==> config.mk <==
export PLATFORM = sky130hd
export DESIGN_NAME = pipeline_unload
export DESIGN_NICKNAME = d
export VERILOG_FILES = /design/src/rtl/pipeline_unload_pkg.sv /design/src/rtl/pipeline_unload_group_fifo.sv /design/src/rtl/pipeline_unload.sv
export SDC_FILE = /design/constraint.sdc
export NUM_CORES = 1
export LEC_CHECK = 0
export BUFFER_PORTS_ARGS = -buffer_cell sky130_fd_sc_hd__buf_2
export CAP_MARGIN = 25
export CORE_ASPECT_RATIO = 2
export CORE_MARGIN = 2
export CORE_UTILIZATION = 53
export DETAILED_ROUTE_END_ITERATION = 6
export PLACE_DENSITY = 0.72
export SYNTH_ARGS = -nofsm -noshare
export SYNTH_HDL_FRONTEND = slang
export SYNTH_SLANG_ARGS = --single-unit
==> constraint.sdc <==
create_clock -name clk -period 7.5 [get_ports clk]
set_input_delay 0.75 -clock clk [delete_from_list [all_inputs] [get_ports clk]]
set_output_delay 0.75 -clock clk [all_outputs]
set_load 0.02 [all_outputs]
==> src/rtl/pipeline_unload_pkg.sv <==
// Shared definitions for the pipeline_unload slice: port-word layout,
// direction indices, group packing and the unload FSM state type.
package pipeline_unload_pkg;

  localparam int FLIT_W  = 7;
  localparam int NUM_DIR = 4;
  localparam int WORD_W  = 10;
  localparam int GRP_W   = NUM_DIR * FLIT_W;

  localparam int VLD_BIT = 9;
  localparam int RSV_HI  = 8;
  localparam int RSV_LO  = 6;
  localparam int DATA_HI = 5;
  localparam int DATA_LO = 0;

  localparam int DIR_N = 0;
  localparam int DIR_S = 1;
  localparam int DIR_E = 2;
  localparam int DIR_W = 3;

  typedef enum logic {
    ST_IDLE,
    ST_SEND
  } state_e;

  // Returns {found, index} of the lowest set bit of a slot mask.
  function automatic logic [2:0] first_set(input logic [NUM_DIR-1:0] m);
    first_set = 3'b000;
    for (int i = NUM_DIR - 1; i >= 0; i--) begin
      if (m[i]) first_set = {1'b1, 2'(i)};
    end
  endfunction

endpackage

==> src/rtl/pipeline_unload_group_fifo.sv <==
// Generic register FIFO of flit groups; exposes the head entry and the entry
// behind it so the unloader can chain groups without a bubble.
module unload_group_fifo #(
  parameter int GROUP_DEPTH = 5,
  parameter int DATA_W      = 28
) (
  input  logic                               clk,
  input  logic                               rst_n,
  input  logic                               push,
  input  logic [DATA_W-1:0]                  wdata,
  input  logic                               pop,
  output logic [DATA_W-1:0]                  head,
  output logic [DATA_W-1:0]                  head_nxt,
  output logic [$clog2(GROUP_DEPTH+1)-1:0]   count,
  output logic                               empty
);

  localparam int PTR_W = $clog2(GROUP_DEPTH);
  localparam int CNT_W = $clog2(GROUP_DEPTH + 1);

  logic [DATA_W-1:0] mem_q [GROUP_DEPTH];
  logic [DATA_W-1:0] mem_d [GROUP_DEPTH];
  logic [PTR_W-1:0]  wr_ptr_q, wr_ptr_d;
  logic [PTR_W-1:0]  rd_ptr_q, rd_ptr_d;
  logic [CNT_W-1:0]  count_q, count_d;

  function automatic logic [PTR_W-1:0] ptr_inc(input logic [PTR_W-1:0] p);
    return (p == PTR_W'(GROUP_DEPTH - 1)) ? '0 : p + 1'b1;
  endfunction

  always_comb begin
    mem_d    = mem_q;
    wr_ptr_d = wr_ptr_q;
    rd_ptr_d = rd_ptr_q;
    count_d  = count_q;
    if (push) begin
      mem_d[wr_ptr_q] = wdata;
      wr_ptr_d        = ptr_inc(wr_ptr_q);
    end
    if (pop) rd_ptr_d = ptr_inc(rd_ptr_q);
    case ({push, pop})
      2'b10:   count_d = count_q + 1'b1;
      2'b01:   count_d = count_q - 1'b1;
      default: count_d = count_q;
    endcase
  end

  // Storage carries no reset; the pointers and count define what is valid.
  always_ff @(posedge clk) begin
    mem_q <= mem_d;
  end

  always_ff @(posedge clk or negedge rst_n) begin
    if (!rst_n) begin
      wr_ptr_q <= '0;
      rd_ptr_q <= '0;
      count_q  <= '0;
    end else begin
      wr_ptr_q <= wr_ptr_d;
      rd_ptr_q <= rd_ptr_d;
      count_q  <= count_d;
    end
  end

  assign head     = mem_q[rd_ptr_q];
  assign head_nxt = mem_q[ptr_inc(rd_ptr_q)];
  assign count    = count_q;
  assign empty    = (count_q == '0);

endmodule

==> src/rtl/pipeline_unload.sv <==
// Buffers N/S/E/W flit groups and replays them as a serial, direction-tagged
// flit stream. Define UNLOAD_SKIP_EMPTY_EN to suppress zero-payload slots.
module pipeline_unload
  import pipeline_unload_pkg::*;
#(
  parameter int GROUP_DEPTH = 5
) (
  input  logic                             clk,
  input  logic                             rst_n,
  input  logic [WORD_W-1:0]                nin,
  input  logic [WORD_W-1:0]                sin,
  input  logic [WORD_W-1:0]                ein,
  input  logic [WORD_W-1:0]                win,
  input  logic                             in_valid,
  output logic                             in_ready,
  output logic [FLIT_W-1:0]                outc,
  output logic                             nsig,
  output logic                             ssig,
  output logic                             esig,
  output logic                             wsig,
  input  logic                             out_ready,
  output logic [$clog2(GROUP_DEPTH+1)-1:0] grp_count
);

  localparam int CNT_W = $clog2(GROUP_DEPTH + 1);

  logic [GRP_W-1:0]   wdata, head, head_nxt;
  logic [CNT_W-1:0]   count;
  logic               empty, push, pop;
  logic               unused_rsv;

  state_e             state_q, state_d;
  logic [1:0]         slot_q, slot_d;
  logic [FLIT_W-1:0]  outc_q, outc_d;
  logic [NUM_DIR-1:0] sig_q, sig_d;

  logic [NUM_DIR-1:0] head_mask, next_mask, above;
  logic [2:0]         head_first, next_first, adv;

  // Slot 0 (north) sits in the low bits of a FIFO entry.
  assign wdata = {win[VLD_BIT], win[DATA_HI:DATA_LO],
                  ein[VLD_BIT], ein[DATA_HI:DATA_LO],
                  sin[VLD_BIT], sin[DATA_HI:DATA_LO],
                  nin[VLD_BIT], nin[DATA_HI:DATA_LO]};
  assign unused_rsv = ^{nin[RSV_HI:RSV_LO], sin[RSV_HI:RSV_LO],
                        ein[RSV_HI:RSV_LO], win[RSV_HI:RSV_LO]};

  assign in_ready = rst_n && (count < CNT_W'(GROUP_DEPTH));
  assign push     = in_valid && in_ready;

  unload_group_fifo #(
    .GROUP_DEPTH (GROUP_DEPTH),
    .DATA_W      (GRP_W)
  ) u_fifo (
    .clk      (clk),
    .rst_n    (rst_n),
    .push     (push),
    .wdata    (wdata),
    .pop      (pop),
    .head     (head),
    .head_nxt (head_nxt),
    .count    (count),
    .empty    (empty)
  );

  // Masks mark which slots are presented; "last" is simply the top set bit.
  always_comb begin
    head_mask = '0;
    next_mask = '0;
    above     = '0;
    for (int i = 0; i < NUM_DIR; i++) begin
`ifdef UNLOAD_SKIP_EMPTY_EN
      head_mask[i] = |head[i*FLIT_W +: FLIT_W];
      next_mask[i] = |head_nxt[i*FLIT_W +: FLIT_W];
`else
      head_mask[i] = 1'b1;
      next_mask[i] = 1'b1;
`endif
      above[i] = head_mask[i] && (i > int'(slot_q));
    end
    head_first = first_set(head_mask);
    next_first = first_set(next_mask);
    adv        = first_set(above);
  end

  always_comb begin
    state_d = state_q;
    slot_d  = slot_q;
    outc_d  = outc_q;
    sig_d   = sig_q;
    pop     = 1'b0;
    case (state_q)
      ST_IDLE: begin
        if (!empty) begin
          if (head_first[2]) begin
            state_d = ST_SEND;
            slot_d  = head_first[1:0];
            outc_d  = head[head_first[1:0]*FLIT_W +: FLIT_W];
            sig_d   = NUM_DIR'(1) << head_first[1:0];
          end else begin
            pop = 1'b1;
          end
        end
      end
      ST_SEND: begin
        if (out_ready) begin
          if (adv[2]) begin
            slot_d = adv[1:0];
            outc_d = head[adv[1:0]*FLIT_W +: FLIT_W];
            sig_d  = NUM_DIR'(1) << adv[1:0];
          end else begin
            pop = 1'b1;
            // Chain straight into the next buffered group to avoid a bubble.
            if (count > CNT_W'(1) && next_first[2]) begin
              slot_d = next_first[1:0];
              outc_d = head_nxt[next_first[1:0]*FLIT_W +: FLIT_W];
              sig_d  = NUM_DIR'(1) << next_first[1:0];
            end else begin
              state_d = ST_IDLE;
              slot_d  = '0;
              outc_d  = '0;
              sig_d   = '0;
            end
          end
        end
      end
      default: state_d = ST_IDLE;
    endcase
  end

  always_ff @(posedge clk or negedge rst_n) begin
    if (!rst_n) begin
      state_q <= ST_IDLE;
      slot_q  <= '0;
      outc_q  <= '0;
      sig_q   <= '0;
    end else begin
      state_q <= state_d;
      slot_q  <= slot_d;
      outc_q  <= outc_d;
      sig_q   <= sig_d;
    end
  end

  assign outc      = outc_q;
  assign nsig      = sig_q[DIR_N];
  assign ssig      = sig_q[DIR_S];
  assign esig      = sig_q[DIR_E];
  assign wsig      = sig_q[DIR_W];
  assign grp_count = count;

endmodule

# [After elaboration in Yosys (flattened, before gate mapping)]
# Cells that the tools add are included.
[word_totals] ff_bits=163 inputBits=44 output_inout_bits=15
[op_classes] add_sub_neg=4 multipliers=1 magnitude_cmp=9 n_eq_ne=6 shifts=2 muxes=37 bitwise_logic=4 n_reduce_logical=6
[ops] cell="$bmux 28 s3" count=2
[ops] cell="$bwmux 140" count=1
[ops] cell="$demux 28 s3" count=1
[ops] cell="$mux 28" count=3
[ops] cell="$mux 7" count=6
[ops] cell="$shiftx 28x6->7" count=1
[ops] cell="$mux 3" count=5
[ops] cell="$pmux 7 s2" count=1
[ops] cell="$ge 4x4->1 const B" count=3
[ops] cell="$mux 4" count=3
[ops] cell="$not 3->4" count=3
[ops] cell="$add 3x1->3 const B" count=3
[ops] cell="$pmux 4 s2" count=1
[ops] cell="$mux 1" count=7
[ops] cell="$eq 3x3->1 const B" count=2
[ops] cell="$mux 2" count=3
[ops] cell="$pmux 3 s2" count=1
[ops] cell="$mul 2x3->5 const B" count=1
[ops] cell="$gt 2x2->1 const A" count=2
[ops] cell="$lt 4x1->1 const B" count=1
[ops] cell="$ne 2x2->1 const B" count=2
[ops] cell="$pmux 1 s2" count=2
[ops] cell="$pmux 2 s2" count=1
[ops] cell="$shl 1x2->4 const A" count=1
[ops] cell="other kinds (11)" count=13

# [Logic depth before layout (Yosys ltp)]
[logic_depth] word_depth=10 mapped_depth=11

# [Cells and area by module]
# Synthesis repeated with hierarchy kept, for this count alone.
[hier_totals] hier_cells=698 area_unflattened_um2=8444.3
[by_module_without_submodules] module="unload_group_fifo" n_inst=1 cells_per_inst=570 area_each_um2=7228.2 seq_area_each_um2=4429.2
[by_module_without_submodules] module="pipeline_unload" n_inst=1 cells_per_inst=128 area_each_um2=1216.2 seq_area_each_um2=350.3

# [Least setup slack after synthesis]
# No wires, ideal clock.
[synth_path] path_type="input -> register" from="in rst_n" to="reg u_fifo.mem_q[0] (netlist name), enable pin" setup_time_ns=0.494 t_arrival_ns=4.308 t_required_ns=7.006 slack_ns=2.698 cell_stages=4 path_cell_list="and2_1 nand2_1 clkbuf_1 nor4b_1"
[synth_via] elab_chain_cells=2
[synth_rtl] element="from (decl)" line_no="pipeline_unload.sv:9" source="input logic rst_n,"
[synth_rtl] element="$logic_and 1x1->1" line_no="pipeline_unload.sv:48" source="assign in_ready = rst_n && (count < CNT_W'(GROUP_DEPTH));"
[synth_rtl] element="$logic_and 1x1->1" line_no="pipeline_unload.sv:49" source="assign push = in_valid && in_ready;"
[synth_rtl] element="to (signal assigned)" line_no="pipeline_unload_group_fifo.sv:50" source="mem_q <= mem_d;"
[synth_rtl] element="to (decl)" line_no="pipeline_unload_group_fifo.sv:21" source="logic [DATA_W-1:0] mem_q [GROUP_DEPTH];"
# Every way passes these cells.
# A chain may end at the register's enable or synchronous reset.

# [Final worst setup path]
[layout_path] from="reg u_fifo.rd_ptr_q[1]" to="reg outc_q[5], in the netlist outc[5]"
[layout_via] elab_chain_cells=10
[layout_rtl] element="from (decl)" line_no="pipeline_unload_group_fifo.sv:24" source="logic [PTR_W-1:0] rd_ptr_q, rd_ptr_d;"
[layout_rtl] element="from (signal assigned)" line_no="pipeline_unload_group_fifo.sv:60" source="rd_ptr_q <= rd_ptr_d;"
[layout_rtl] element="$add 3x1->3 or $eq 3x3->1 (tied branches)" line_no="pipeline_unload_group_fifo.sv:28" source="return (p == PTR_W'(GROUP_DEPTH - 1)) ? '0 : p + 1'b1;"
[layout_rtl] element="$mux 3" line_no="pipeline_unload_group_fifo.sv:28"
[layout_rtl] element="$not 3->4 (implied by the code)" line_no="pipeline_unload_group_fifo.sv:66" source="assign head_nxt = mem_q[ptr_inc(rd_ptr_q)];"
[layout_rtl] element="$bmux 28 s3" line_no="pipeline_unload_group_fifo.sv:66"
[layout_rtl] element="$mux 7 (implied by the code) (2 in series)" line_no="pipeline_unload_group_fifo.sv:66"
[layout_rtl] element="$mux 7" line_no="pipeline_unload.sv:114" source="if (count > CNT_W'(1) && next_first[2]) begin"
[layout_rtl] element="$mux 7" line_no="pipeline_unload.sv:107" source="if (adv[2]) begin"
[layout_rtl] element="$mux 7" line_no="pipeline_unload.sv:106" source="if (out_ready) begin"
[layout_rtl] element="$pmux 7 s2 *" line_no="pipeline_unload.sv:92" source="case (state_q)"
[layout_rtl] element="to (signal assigned)" line_no="pipeline_unload.sv:140" source="outc_q <= outc_d;"
[layout_rtl] element="to (decl)" line_no="pipeline_unload.sv:34" source="logic [FLIT_W-1:0] outc_q, outc_d;"
# Every way passes the cells marked *; elsewhere a longest branch is shown, timed or not. The select of a mux whose other input is x is not followed.

==> metrics.csv <==
stage;metric;value;unit
outcome;status;finished clean;
global_route;grt_overflow;0;
drt;wl_per_cell;22.44;um
global_route;grt_use_met3;4.486;%
global_route;use_met2;41.57;%
final_layout;nNetsFinal;627;
synth;synth_seq_cells;163;
worst_setup_path;critPathMaxStageDelay;0.55;ns
global_route;met1_usage;27.18;%
global_route;grt_pass1_wl;25900;um
die;die-area;14630;um2
final_layout;drive_gt1_share;20.27;%
worst_hold_path;hold_class;in2async;
drt;first_iter_violations;452;
synth;synth_edf_count;140;
clocking;clk_pin_slew;0.07;ns
worst_setup_path;cp-start-kind;flip-flop;
worst_setup_path;r2r_cells;9;
power_and_ir_drop;clkPwrFrac;24.3;%
power_and_ir_drop;peakVddDrop;201.5;uV
clocking;tritoncts;done;
worst_setup_path;r2r-start;u_fifo.rd_ptr_q[1];
drt;dr.pass1.iters;5;
global_route;grt_max_degree;46;
sta;setup_viol;0;
synth;synthFlopType;edfxtp_1;
placement;io_buffers;46;
sta;report.final.slew_viol_count;0;
clocking;cts.sinks;163;
clocking;h-tree-depth;4;
die;dieWidth;86.54;um
drt;postRouteAntennaNets;0;
synth;syn_inst;518;
die;fp.dieH;169.1;um
die;start_util;54.04;%
synth;syn_avg_cell_area;13.94;um2
drt;dr_total_vias;4680;
power_and_ir_drop;combPwrFrac;40.7;%
clocking;clk_latency;0.43;ns
sta;finalSetupTns;0;ns
worst_setup_path;reg2reg_to;outc[5];
final_layout;num_antenna_cells;0;
die;ios;59;
clocking;holdBufCountCts;0;
synth;syn-num-nets;576;
sta;fmax;0.3334;GHz
sta;period_share;40.00;%
clocking;cts_buffer_depth;2;
synth;synth-async-reset-ratio;14.11;%
final_layout;n_fill_cell;1034;
clocking;post_cts_resized;0;
power_and_ir_drop;switching_power;0.001349;W
global_route;grt_pass1_vias;4904;
final_layout;area_delta_synth_final;13.18;%
worst_setup_path;critPathKind;reg2reg;
worst_setup_path;path_common_cell;a2bb2oi_1;
placement;place_congestion;0.9210;
worst_setup_path;setup.worst_path.start;u_fifo.rd_ptr_q[1];
placement;place_ws;4.539;ns
global_route;grt_busiest_layer;met2;
worst_setup_path;slowest_stage;nor2_2;
sta;timing.hold.ws;0.2975;ns
placement;dp_hpwl;10590;um
worst_setup_path;cp_data_required_time;7.82;ns
power_and_ir_drop;p_int;0.002064;W
clocking;post-cts-setup-buffer-count;0;
sta;fin_crit;3.000;ns
die;core_area;13360;um2
global_route;antenna_found_initial;0;
worst_setup_path;cp-end-kind;flip-flop;
worst_setup_path;crit_chain;buf_4, inv_1, ha_1, nor3b_1, nor2_2, a21oi_1, a2bb2oi_1, a2bb2oi_1, a221oi_1;
synth;yosys_warnings;0;
power_and_ir_drop;p_leak;2.922;nW
sta;fin_skew;0.01086;ns
power_and_ir_drop;power_density;417.5;nW/um2
flow_run;cap_viol_max_count;0;
worst_setup_path;regToRegSetupSlack;4.50;ns
drt;viasPerCell;6.350;
global_route;gr-usage-all-layers;23.85;%
synth;ys_types;59;
worst_setup_path;cpLargestDelayFamily;compound AO/OA/AOI/OAI gates;
final_layout;final_cell_mix;edfxtp_1 (140), nand2_1 (54), buf_2 (46);
drt;drc_errors;0;
power_and_ir_drop;seqPwrFrac;35.0;%
drt;routed_wirelength;16540;um
synth;yosysSeqAreaShare;66.18;%
synth;syn_area;7222;um2
sta;rsz0062_at_grt;no;
clocking;cts_made_buffers;17;
worst_setup_path;worst-path-stages;9;
sta;finalHoldViolations;0;
sta;tightestPinTransition;0.6932;ns
worst_setup_path;critPathMaxFanout;22;
sta;slew_headroom;53.79;%
clocking;cts-root-buf;clkbuf_16;
die;rows;60;
worst_setup_path;arrival;3.32;ns
sta;postLayoutSetupSlackWorst;4.500;ns
final_layout;final_common_cell;edfxtp_1;
power_and_ir_drop;swShare;39.53;%
worst_setup_path;path_buf_inv;2;
-- worst max path at each step --
| stage | endpoint | slack [ns] |
|---|---|---|
| 2_1_floorplan | u_fifo.mem_q[0] | 2.70 |
| 6_report | outc[5] | 4.50 |
| 5_1_grt | outc[5] | 4.36 |
| 3_3_place_gp | outc[0] | 4.62 |
| 4_1_cts | outc[0] | 4.56 |
| 3_5_place_dp | u_fifo.mem_q[7] | 4.54 |
-- per-layer routing --
metal / vias to the layer above / share of wire (%)
li1: 2090 / -
met1: 2314 / 36
met2: 218 / 54
met3: 58 / 5.4
met4: 0 / 4.3
met5: - / 0
-- synthesized netlist by cell type, types with 7 or more instances --
cell | number | area, um2
o21ai_0 | 34 | 170.2
nand2_1 | 54 | 202.7
inv_1 | 15 | 56.30
a31oi_1 | 9 | 56.30
buf_2 | 7 | 35.03
mux2i_1 | 30 | 300.3
clkbuf_1 | 7 | 26.28
ha_1 | 14 | 175.2
nand3_1 | 13 | 65.06
dfrtp_1 | 23 | 575.6
nor2_1 | 28 | 105.1
a21oi_1 | 23 | 115.1
o22ai_1 | 9 | 56.30
edfxtp_1 | 140 | 4204
mux4_2 | 10 | 225.2
-- through the flow --
stage                     cells  total power (W)  cell area [um2]  utilization (%)
after floorplan             518         0.002210             7222                -
after global placement      705         0.002546             7604            56.90
after detailed placement    705         0.002583             7604            56.90
after CTS                   737         0.003411             8174            61.17
after global routing        737         0.003587             8174            61.17
final                       737         0.003413             8174            61.17
-- power groups by stage --
stage / Sequential, W / Clock [W] / Combinational (W)
after floorplan: 0.00124 / 0 / 0.000966
after global placement: 0.00120 / 0 / 0.00134
after detailed placement: 0.00121 / 0 / 0.00137
after CTS: 0.00119 / 0.000836 / 0.00138
after global routing: 0.00121 / 0.000873 / 0.00150
final: 0.00119 / 0.000828 / 0.00139
-- layout make-up --
type	instances	area, um2	area share, %
Sequential cell	163	4782	58.50
Inverter	15	56.30	0.6888
Clock inverter	14	141.4	1.730
Timing Repair Buffer	56	305.3	3.735
Tap cell	155	193.9	2.373
Clock buffer	18	429.2	5.250
Multi-Input combinational cell	316	2266	27.72
-- cell families (layout without fill, tap and decap cells) --
family | Yosys count | after routing | synth area share [%]
flops | 163 | 163 | 66.18
buf+inv | 39 | 103 | 2.876
compound gates | 117 | 117 | 10.60
simple gates | 135 | 135 | 8.957
xor+xnor | 4 | 4 | 0.7451
mux | 46 | 46 | 8.212
fa+ha+maj | 14 | 14 | 2.426
-- flip-flops by register name, summed over array words and instances (netlist names) --
signal           flops
u_fifo.mem_q       140
outc                 7
sig_q                4
u_fifo.count         3
u_fifo.rd_ptr_q      3
u_fifo.wr_ptr_q      3
slot_q               2
state_q              1
No activity file was read; power rests on OpenSTA's default activity.
